`src/rtl/adc3664_spi_cfg_master.sv`:
```
`timescale 1ns/1ps
// adc3664_spi_cfg_master
//   Upstream SPI master for the ADC3664 configuration port. Register commands
//   are queued in a small FIFO and each one is shifted out MSB first as a
//   24-bit frame {rw, 3'b000, addr[11:0], data[7:0]} while SEN is low.
//   Every state update happens on the falling edge of the free-running SCLK,
//   so the slave sees stable data on each rising edge.
//
//   Optional feature macro: ADC_SPI_READBACK_EN
//     defined     - read frames release SDIO (sdio_oe=0) for the 8 data bits,
//                   capture sdio_in MSB first and report it on rd_data with
//                   a rd_valid pulse alongside frame_done.
//     not defined - every frame is driven for all 24 bits; rd_data and
//                   rd_valid stay 0 and sdio_in is ignored.
//
// Ports
//   SCLK        in   SPI clock, state changes on its falling edge
//   Reset       in   asynchronous active-high reset
//   cmd_valid   in   command offered
//   cmd_ready   out  FIFO not full
//   cmd_rw      in   0 = write, 1 = read
//   cmd_addr    in   12-bit register address
//   cmd_data    in   8-bit write data
//   SEN         out  serial enable, active low
//   sdio_out    out  serial data to the slave
//   sdio_oe     out  1 = master drives SDIO
//   sdio_in     in   serial data from the slave
//   busy        out  frame, gap or queued command pending
//   frame_done  out  one-period pulse after the last bit of a frame
//   rd_data     out  last captured read byte
//   rd_valid    out  one-period pulse when rd_data is updated
//   fifo_level  out  FIFO occupancy, 0..FIFO_DEPTH
module adc3664_spi_cfg_master #(
  parameter int FIFO_DEPTH = 4,
  parameter int GAP_CYCLES = 2
) (
  input  logic                        SCLK,
  input  logic                        Reset,
  input  logic                        cmd_valid,
  output logic                        cmd_ready,
  input  logic                        cmd_rw,
  input  logic [11:0]                 cmd_addr,
  input  logic [7:0]                  cmd_data,
  output logic                        SEN,
  output logic                        sdio_out,
  output logic                        sdio_oe,
  input  logic                        sdio_in,
  output logic                        busy,
  output logic                        frame_done,
  output logic [7:0]                  rd_data,
  output logic                        rd_valid,
  output logic [$clog2(FIFO_DEPTH):0] fifo_level
);

  localparam int PW = $clog2(FIFO_DEPTH);
  localparam int LW = PW + 1;
  localparam logic [LW-1:0] DEPTH_C    = LW'(FIFO_DEPTH);
  localparam logic [3:0]    GAP_C      = 4'(GAP_CYCLES);
  localparam logic [4:0]    LAST_BIT   = 5'd23;
  localparam logic [4:0]    DATA_START = 5'd16;

  typedef enum logic [1:0] {IDLE, SHIFT, GAP} state_t;

  state_t        state_q, state_d;
  logic [PW-1:0] wr_ptr_q, wr_ptr_d;
  logic [PW-1:0] rd_ptr_q, rd_ptr_d;
  logic [LW-1:0] count_q, count_d;
  logic [20:0]   mem_q [FIFO_DEPTH];
  logic [23:0]   frame_q, frame_d;
  logic [4:0]    bit_cnt_q, bit_cnt_d;
  logic [3:0]    gap_cnt_q, gap_cnt_d;
  logic          sen_q, sen_d;
  logic          sdio_out_q, sdio_out_d;
  logic          sdio_oe_q, sdio_oe_d;
  logic          frame_done_q, frame_done_d;
  logic          rd_valid_q, rd_valid_d;
  logic [7:0]    rd_data_q, rd_data_d;
  logic          push, pop, launch;
  logic [20:0]   head;
  logic [23:0]   head_frame;

`ifdef ADC_SPI_READBACK_EN
  logic          is_read_q, is_read_d;
  logic [7:0]    rx_shift_q, rx_shift_d;
`else
  logic          unused_sdio_in;
  assign unused_sdio_in = sdio_in;
`endif

  // Stored entries are {rw, addr, data}; the three zero bits are added here.
  assign head       = mem_q[rd_ptr_q];
  assign head_frame = {head[20], 3'b000, head[19:0]};

  assign cmd_ready  = (count_q != DEPTH_C);
  assign fifo_level = count_q;
  assign busy       = (state_q != IDLE) || (count_q != '0);
  assign SEN        = sen_q;
  assign sdio_out   = sdio_out_q;
  assign sdio_oe    = sdio_oe_q;
  assign frame_done = frame_done_q;
  assign rd_valid   = rd_valid_q;
  assign rd_data    = rd_data_q;

  always_comb begin
    state_d      = state_q;
    wr_ptr_d     = wr_ptr_q;
    rd_ptr_d     = rd_ptr_q;
    count_d      = count_q;
    frame_d      = frame_q;
    bit_cnt_d    = bit_cnt_q;
    gap_cnt_d    = gap_cnt_q;
    sen_d        = sen_q;
    sdio_out_d   = sdio_out_q;
    sdio_oe_d    = sdio_oe_q;
    frame_done_d = 1'b0;
    rd_valid_d   = 1'b0;
    rd_data_d    = rd_data_q;
`ifdef ADC_SPI_READBACK_EN
    is_read_d    = is_read_q;
    rx_shift_d   = rx_shift_q;
`endif
    push   = cmd_valid && cmd_ready;
    pop    = 1'b0;
    launch = 1'b0;

    case (state_q)
      IDLE: launch = (count_q != '0);
      SHIFT: begin
        if (bit_cnt_q == LAST_BIT) begin
          state_d      = GAP;
          gap_cnt_d    = '0;
          sen_d        = 1'b1;
          sdio_out_d   = 1'b0;
          sdio_oe_d    = 1'b0;
          frame_done_d = 1'b1;
`ifdef ADC_SPI_READBACK_EN
          if (is_read_q) begin
            rd_data_d  = {rx_shift_q[6:0], sdio_in};
            rd_valid_d = 1'b1;
          end
`endif
        end else begin
          bit_cnt_d  = bit_cnt_q + 5'd1;
          frame_d    = {frame_q[22:0], 1'b0};
          sdio_out_d = frame_q[22];
`ifdef ADC_SPI_READBACK_EN
          // The slave owns SDIO for the data byte of a read frame.
          if (is_read_q && (bit_cnt_d >= DATA_START)) begin
            sdio_out_d = 1'b0;
            sdio_oe_d  = 1'b0;
          end
`endif
        end
`ifdef ADC_SPI_READBACK_EN
        // Slave launches on the rising edge, so the falling edge ending each
        // data period is a safe sample point.
        if (is_read_q && (bit_cnt_q >= DATA_START))
          rx_shift_d = {rx_shift_q[6:0], sdio_in};
`endif
      end
      GAP: begin
        // Frame-end edge plus GAP_CYCLES further edges keeps SEN high for
        // GAP_CYCLES+1 periods before the next launch.
        if (gap_cnt_q == GAP_C) begin
          launch = (count_q != '0);
          if (!launch) state_d = IDLE;
        end else begin
          gap_cnt_d = gap_cnt_q + 4'd1;
        end
      end
      default: state_d = IDLE;
    endcase

    if (launch) begin
      pop        = 1'b1;
      state_d    = SHIFT;
      sen_d      = 1'b0;
      sdio_out_d = head_frame[23];
      sdio_oe_d  = 1'b1;
      bit_cnt_d  = '0;
      frame_d    = head_frame;
`ifdef ADC_SPI_READBACK_EN
      is_read_d  = head[20];
`endif
    end

    if (push) wr_ptr_d = wr_ptr_q + 1'b1;
    if (pop)  rd_ptr_d = rd_ptr_q + 1'b1;
    case ({push, pop})
      2'b10:   count_d = count_q + 1'b1;
      2'b01:   count_d = count_q - 1'b1;
      default: count_d = count_q;
    endcase
  end

  always_ff @(negedge SCLK or posedge Reset) begin
    if (Reset) begin
      state_q      <= IDLE;
      wr_ptr_q     <= '0;
      rd_ptr_q     <= '0;
      count_q      <= '0;
      frame_q      <= '0;
      bit_cnt_q    <= '0;
      gap_cnt_q    <= '0;
      sen_q        <= 1'b1;
      sdio_out_q   <= 1'b0;
      sdio_oe_q    <= 1'b0;
      frame_done_q <= 1'b0;
      rd_valid_q   <= 1'b0;
      rd_data_q    <= '0;
`ifdef ADC_SPI_READBACK_EN
      is_read_q    <= 1'b0;
      rx_shift_q   <= '0;
`endif
    end else begin
      state_q      <= state_d;
      wr_ptr_q     <= wr_ptr_d;
      rd_ptr_q     <= rd_ptr_d;
      count_q      <= count_d;
      frame_q      <= frame_d;
      bit_cnt_q    <= bit_cnt_d;
      gap_cnt_q    <= gap_cnt_d;
      sen_q        <= sen_d;
      sdio_out_q   <= sdio_out_d;
      sdio_oe_q    <= sdio_oe_d;
      frame_done_q <= frame_done_d;
      rd_valid_q   <= rd_valid_d;
      rd_data_q    <= rd_data_d;
`ifdef ADC_SPI_READBACK_EN
      is_read_q    <= is_read_d;
      rx_shift_q   <= rx_shift_d;
`endif
    end
  end

  // Storage needs no reset: the pointers and count decide what is valid.
  always_ff @(negedge SCLK) begin
    if (push) mem_q[wr_ptr_q] <= {cmd_rw, cmd_addr, cmd_data};
  end

endmodule

```
`config.mk`:
```
export PLATFORM = sky130hd
export DESIGN_NAME = adc3664_spi_cfg_master
export DESIGN_NICKNAME = d
export VERILOG_FILES = /design/src/rtl/adc3664_spi_cfg_master.sv
export SDC_FILE = /design/constraint.sdc
export NUM_CORES = 1
export LEC_CHECK = 0
export ABC_AREA = 1
export CORE_MARGIN = 2
export CORE_UTILIZATION = 60
export CTS_CLUSTER_SIZE = 40
export DETAILED_ROUTE_END_ITERATION = 6
export HOLD_SLACK_MARGIN = 0.15
export PLACE_DENSITY_LB_ADDON = 0.1
export SYNTH_ARGS = -nofsm -noshare
export SYNTH_HDL_FRONTEND = slang
export SYNTH_SLANG_ARGS = --single-unit
```
`constraint.sdc`:
```
create_clock -name SCLK -period 4.6 [get_ports SCLK]
set_clock_uncertainty 0.2 [all_clocks]
set_input_delay 1.15 -clock SCLK [delete_from_list [all_inputs] [get_ports SCLK]]
set_output_delay 1.15 -clock SCLK [all_outputs]
set_load 0.05 [all_outputs]
```
== After elaboration in Yosys (flattened, before gate mapping) ==
Memory sizes are Yosys's and may differ from the RTL's.
Index checks and enable logic that the tools add are counted.

* Reduce and logical (&&, ||, !) cells: 13
* Equal/unequal tests: 14
* Mux-type cells: 31
* Add/subtract/negate cells: 6

{| class="wikitable"
|+ Operators with widths
! operator !! number
|-
| two-way mux 23 bit || 3
|-
| two-way mux 1 bit || 15
|-
| two-way mux 5 bit || 3
|-
| inequality test 3 bit (second input constant) || 4
|-
| nonzero test 2 bit || 5
|-
| two-way mux 2 bit || 4
|-
| two-way mux 4 bit || 2
|-
| inequality test 2 bit (second input constant) || 4
|-
| one-hot mux 4 bit (2 select lines) || 1
|-
| one-hot mux 2 bit (3 select lines) || 1
|-
| one-hot mux 3 bit (2 select lines) || 1
|-
| adder 5 x 1 -> 5 bit (second input constant) || 1
|-
| equality test 5 bit (second input constant) || 1
|-
| adder 2 x 1 -> 2 bit (second input constant) || 2
|-
| adder 4 x 1 -> 4 bit (second input constant) || 1
|-
| equality test 2 x 1 -> 1 bit (second input constant) || 2
|-
| equality test 2 bit (second input constant) || 2
|-
| equality test 4 x 2 -> 1 bit (second input constant) || 1
|-
| AND reduction 2 bit || 2
|-
| AND reduction 4 bit || 1
|-
| adder 3 x 1 -> 3 bit (second input constant) || 1
|-
| AND reduction 3 bit || 1
|-
| nonzero test 3 bit || 1
|-
| subtractor 3 x 1 -> 3 bit (second input constant) || 1
|-
| other kinds (4) || 4
|}

* Memories: 1
* Input bits: 25
* Memory bits (writable): 84
* Bits in registers: 45
* Output and inout bits: 18

{| class="wikitable"
|+ Memories
! memory !! depth !! bits a word !! read ports !! clocked after Yosys merged registers in !! wr ports !! line !! source
|-
| mem_q || 4 || 21 || 1 || 0 || 1 || 68 || <nowiki>logic [20:0] mem_q [FIFO_DEPTH];</nowiki>
|}

== Longest topological paths before layout ==
Gate-level depths: netlist (run 1).

* Word-level depth: 6
* Mapped depth: 11

==> impl_results.md, run 1 <==
- Worst Hold Class: reg -> reg
- Routability Congestion: 0.913
- Setup TNS Final: -2020 ps
- Final setup viols: 9
- DRC: 0
- Post-route setup slack: -610 ps
- Aggregate global routing overflow: 0
- Antenna Cells: 0
- Post-Place Cells: 698
- Min Hold Slack: 234 ps
- Synth warn: 0
- Post-route ant nets: 0
- First-pass GRT wire length: 19800 µm
- Slew Limit Fails: 0
- Met2 WL post-DR: 6490 µm
- Largest net degree at the start of global routing: 37
- DIE HEIGHT: roughly 100 µm
- Number of global-route vias before repair: 4478
- TritonCTS clock tree: yes
- Detailed Routing Iterations Pass 1: 5
- Avg WL per Cell: 14.5 µm
- Area of the mapped netlist: approximately 0.0056 mm²
- Commonest non-fill, non-tap cell in the layout: nand2_1
- Latest clock arrival within the worst-skew pair: 500 ps
- Top Metal Used: met4
- Yosys cell types: 26
- Row count: 35
- Pwr dens: 679 mW/mm²
- Core area: 0.00915 mm²
- Die area: approximately 0.010 mm²
- Vias per cell: just over 5
- Initial antenna violation count: 0
- Peak supply drop: between 0.4 and 0.5 mV
- WS Path Type: reg -> out
- Fraction of layout cells with a size suffix above 1: between 15 and 20%
- Data required, critical path: around 3300 ps
- Clk root buf: clkbuf_8
- Metal-1 WL: 4770 µm
- # H-tree levels: 4
- Startpoint Class: flop
- Max-cap viol count: 0
- Fill count: about 570
- Status: finished with violations
- Global Route Usage Sum: between 20% and 30%
- DR iter-0 viols: about 310
- Unrepaired setup endpoints after global routing: true
- Routed via count: 4213
- Fin cells: 817
- Post-CTS Hold Fix Bufs: 0
- Seq cells post-synth: 129
- Total routed wirelength: 11900 µm
- Routed wl met3: roughly 540 µm
- Slew @ Worst Pin: 1140 ps
- Number of clock sinks: 129
- Most frequent cells in the layout: nand2_1 (203), inv_1 (121), edfxtp_1 (84)
- Lkg Pwr: around 3.5 nW
- Top-level I/O count: 43
- Peak fanout along the critical path: 2
- Critical path capture point type: output port
- Fin. Hold Viols: 0
- Final HPWL DP: 6800 µm
- Cts bufs inserted: 17
- Arr. time, crit path: 3860 ps
- Initial Util: about three fifths
- Nets: 727
- Register area share after synthesis: 64.9%
- Relative slew slack: between 20% and 30%
- I/O Buffers: 32
- Syn avg cell area: between 10 and 15 µm²
- Synth Instances: about 550
- Setup Slack @ Placement: -661 ps
- Area Overhead vs Synth: 29.4%
- Clk buf depth: 2
- Clock slew at reported path FFs: approximately 40 ps
- Die Width: slightly above 100 µm
- Failing checks: negative setup slack
==> repair_timing <==
| action | in CTS | in global routing |
|---|---|---|
| gates resized for setup | 9 | 5 |
| buffers inserted | 2 | 4 |
| pin swaps | 2 | 1 |
| endpoints found under the setup margin | 32 | 10 |
==> synth_stat cells <==
cell,number,area [µm²]
nor2_1,15,56.3
nand2_1,207,777
edfxtp_1,84,2520
buf_6,3,33.8
xnor2_1,2,17.5
buf_2,13,65.1
nand3b_1,1,7.51
dfrtn_1,44,1100
nand3_1,69,345
xor2_1,5,43.8
nor2_2,2,12.5
conb_1,1,3.75
or2_2,17,106
nor2_4,1,11.3
a21oi_1,8,40.0
o21ai_1,1,5.00
nand2_2,2,12.5
inv_2,3,11.3
inv_1,39,146
dfstp_2,1,26.3
clkbuf_1,6,22.5
o21ai_0,8,40.0
nand4_1,3,18.8
fa_1,1,20.0
buf_4,10,75.1
ha_1,8,100
==> cell type report <==
cell class              instances  area [µm²]  share of cell area (%)
inverters                      41         158                    2.17
well taps                     111         139                    1.91
repair buffers                 60         736                    10.1
multi-input cells             359        1750                    24.1
clock inverters               100         424                    5.83
flip-flops and latches        129        3650                    50.2
clock buffers                  17         414                    5.70
==> stage by stage <==
stage	cell area, µm²	utilization [%]	power [mW]
6_report	7270	79.5	4.94
5_1_grt	7270	79.5	5.27
4_1_cts	7240	79.1	4.94
3_5_place_dp	6380	69.7	3.53
3_3_place_gp	6380	69.7	3.47
2_1_floorplan	5740	-	2.99
==> worst max-delay path, cell delays in order, from the launching register on <==
cell and delay, ps:
dfrtn_1 400, inv_1 50, ha_2 190, nand2_2 90, nand2_2 70, nand2_2 90
nand3_4 70, buf_12 150
==> power breakdown <==
part           internal (mW)  switching [mW]
clock                  0.759           0.691
combinational          0.670            1.04
sequential              1.59           0.188
total                   3.02            1.92
==> metal layers <==
| metal | up-vias | track usage (%) |
|---|---|---|
| met4 | 0 | 12.0 |
| met2 | 108 | 44.2 |
| li1 | 2065 | - |
| met1 | 2032 | 29.7 |
| met3 | 8 | 7.91 |
| met5 | - | 0 |
==> flip-flops by register name (all words and copies together) (netlist names) <==
signal,cells
frame_done,1
SEN,1
fifo_level,3
sdio_oe,1
gap_cnt_q,4
wr_ptr_q,2
state_q,2
frame_q,23
sdio_out,1
rd_ptr_q,2
mem_q,84
bit_cnt_q,5
==> worst paths after layout <==
check | start | depth (start not counted) | to | slack, ps
hold reg to reg | frame_q[20] | 2 | frame_q[21] | 230
min in group asynchronous | Reset | 2 | bit_cnt_q[2] | 2980
hold / removal | frame_q[20] | 2 | frame_q[21] | 230
setup / recovery | gap_cnt_q[0] | 7 | busy | -610
setup reg to reg | rd_ptr_q[0] | 5 | sdio_out | 2080
max in group asynchronous | Reset | 3 | frame_q[8] | 800
==> logic make-up after synthesis <==
kind of cell	after synthesis	share of synthesized area, %
adders and majority gates	9	2.14
AOI/OAI and AO/OA	17	1.51
other	1	0.0667
buffers and inverters	74	6.30
and+or+nand+nor	317	24.0
xor gates and xnor gates	7	1.09
DFF	129	64.9
Power figures use the tool's default switching activity.
==> run 2: changes to the inputs <==
CAP_MARGIN = 20   (was unset)
SKIP_CTS_REPAIR_TIMING = 1   (was unset)
==> impl_results.md, run 2 (same netlist as run 1, synthesis figures left out) <==
- Status: finished with violations
- Failing checks: negative setup slack
- R2r setup slk: 2050 ps (-30 ps)
- Number of clock sinks: 129 (unchanged)
- Area of placed instances: 0.00638 mm² (unchanged)
- # H-tree levels: 4 (unchanged)
- TritonCTS clock tree: yes
- Post-route ant nets: 0 (unchanged)
- CP max stage cell: dfrtn_1
- Biggest register: mem_q
- Reg2reg path depth: 13 (+8)
- Crit Reg-Reg Endpoint: fifo_level[2]
- Metal-1 WL: 4860 µm (+1.9%)
- Worst hold path stage count: 2 (unchanged)
- Fill count: 570 (-0.70%)
- Die area: 0.0102 mm² (unchanged)
- DRC: 0 (unchanged)
- Top Metal Used: met4
- Area Overhead vs Synth: 29.6%
- Number of global-route vias before repair: 4480 (+0.045%)
- Max-cap viol count: 0 (unchanged)
- Core area: 0.00915 mm² (unchanged)
- Clock slew at reported path FFs: 40 ps (about the same)
- Setup Slack @ Placement: -661 ps (unchanged)
- Fraction of layout cells with a size suffix above 1: 15.7% (+0.097 points)
- Clk root buf: clkbuf_8
- Initial antenna violation count: 0 (unchanged)
- Nets: 729 (+0.28%)
- WS Path Type: reg -> out
- DR iter-0 viols: 300 (-2.3%)
- Data required, critical path: 3250 ps (about the same)
- Worst path buffer plus inverter count: 2 (unchanged)
- Routed via count: 4230 (+0.40%)
- Lkg Pwr: 3.52 nW (+0.55%)
- Multi-input gate area in the final layout: 0.00174 mm² (-0.50%)
- Slew Limit Fails: 0 (unchanged)
- Startpoint Class: flop
- Detailed Routing Iterations Pass 1: 5 (unchanged)
- Worst Hold Class: reg -> reg
- Arr. time, crit path: 3830 ps (-30 ps)
- Critical path capture point type: output port
- Power, Total: 4.94 mW (about the same)
- Max reg flops: 84 (unchanged)
- Final HPWL DP: 6800 µm (unchanged)
- Peak fanout along the critical path: 2 (unchanged)
- Final setup viols: 9 (unchanged)
- Hold Path Sink: frame_q[21]
- Cell mode on critical path: nand2_2
- Unrepaired setup endpoints after global routing: true
- Largest net degree at the start of global routing: 37 (unchanged)
- Top-level I/O count: 43 (unchanged)
- Cts bufs inserted: 17 (unchanged)
- Fin. Hold Viols: 0 (unchanged)
- Avg WL per Cell: 14.5 µm (-0.44%)
- I/O Buffers: 32 (unchanged)
- Slew @ Worst Pin: 961 ps (-180 ps)
- Most frequent cells in the layout: nand2_1 (203), inv_1 (121), edfxtp_1 (84)
- Worst R2R Start: fifo_level[1]
- Pwr dens: 678 mW/mm² (-0.12%)
- DIE HEIGHT: 101 µm (unchanged)
- Peak supply drop: 0.486 mV (+0.40%)
- Hold path start: frame_q[20]
- First-pass GRT wire length: 19700 µm (-0.49%)
- CP delay by family, top: flip-flops
- Relative slew slack: 35.9% (+12 points)
- Commonest non-fill, non-tap cell in the layout: nand2_1
- Global Route Usage Sum: 25.6% (-0.20 points)
- Routed wl met3: 509 µm (-5.2%)
- Die Width: 101 µm (unchanged)
- Routability Congestion: 0.913 (unchanged)
- Register Area: 0.00365 mm² (unchanged)
- Worst path max stage delay: 400 ps (about the same)
- Clk buf depth: 2 (unchanged)
- Biggest regs: mem_q x84, frame_q x23, bit_cnt_q x5
- Crit-path cells: inv_1, ha_2, nand2_2, nand2_2, nand2_2, nand3_4, buf_12
- Antenna Cells: 0 (unchanged)
- Vias per cell: 5.16 (+0.16%)
- Row count: 35 (unchanged)
- Aggregate global routing overflow: 0 (unchanged)
- Total routed wirelength: 11900 µm (-0.19%)
- Initial Util: 61.4% (unchanged)
- Met2 WL post-DR: 6390 µm (-1.5%)
- Post-route setup slack: -579 ps (+31.0 ps)
- Latest clock arrival within the worst-skew pair: 510 ps (about the same)
- Design area: 0.00728 mm² (+0.17%)
-- run 2: tightest hold or removal path: cells and delay by family, from the launching register on --
| family | cells | cell delay, ps |
|---|---|---|
| and+or+nand+nor | 2 | 100 |
| DFF | 1 | 410 |
-- run 2: area by class of cell --
type,instances,area share [%]
clock inverter,100,5.82
sequential,129,50.1
multi-input combinational,359,23.9
timing repair buffer,62,10.4
tap,111,1.91
clock buffer,17,5.69
inverter,41,2.16
-- run 2: power by group --
part           internal, mW  switching [mW]
registers              1.59           0.183
logic                 0.678            1.04
clock network         0.758           0.687
-- run 2: worst max path at each step --
stage / start / endpoint / slack [ps] / cells past startpoint
6_report: gap_cnt_q[0] / busy / -580 / 7
5_1_grt: gap_cnt_q[0] / busy / -660 / 7
4_1_cts: gap_cnt_q[0] / busy / -660 / 7
3_5_place_dp: cmd_valid / fifo_level[2] / -660 / 8
3_3_place_gp: cmd_valid / fifo_level[2] / -670 / 8
2_1_floorplan: fifo_level[0] / busy / -480 / 5
-- run 2: per-layer routing --
metal / global-route usage, % / up-vias
met2: 43.9 / 107
met1: 29.4 / 2040
met4: 11.6 / 0
met5: 0 / -
li1: - / 2073
met3: 7.91 / 10
-- run 2: through the flow --
stage	hold slack [ps]	instances	TNS (ps)	util, %
after floorplan	210	562	-1040	-
after detailed placement	223	698	-44100	69.7
final	233	819	-1930	79.6
after CTS	233	814	-2740	78.8
after global routing	249	819	-2300	79.6
after global placement	219	698	-42900	69.7
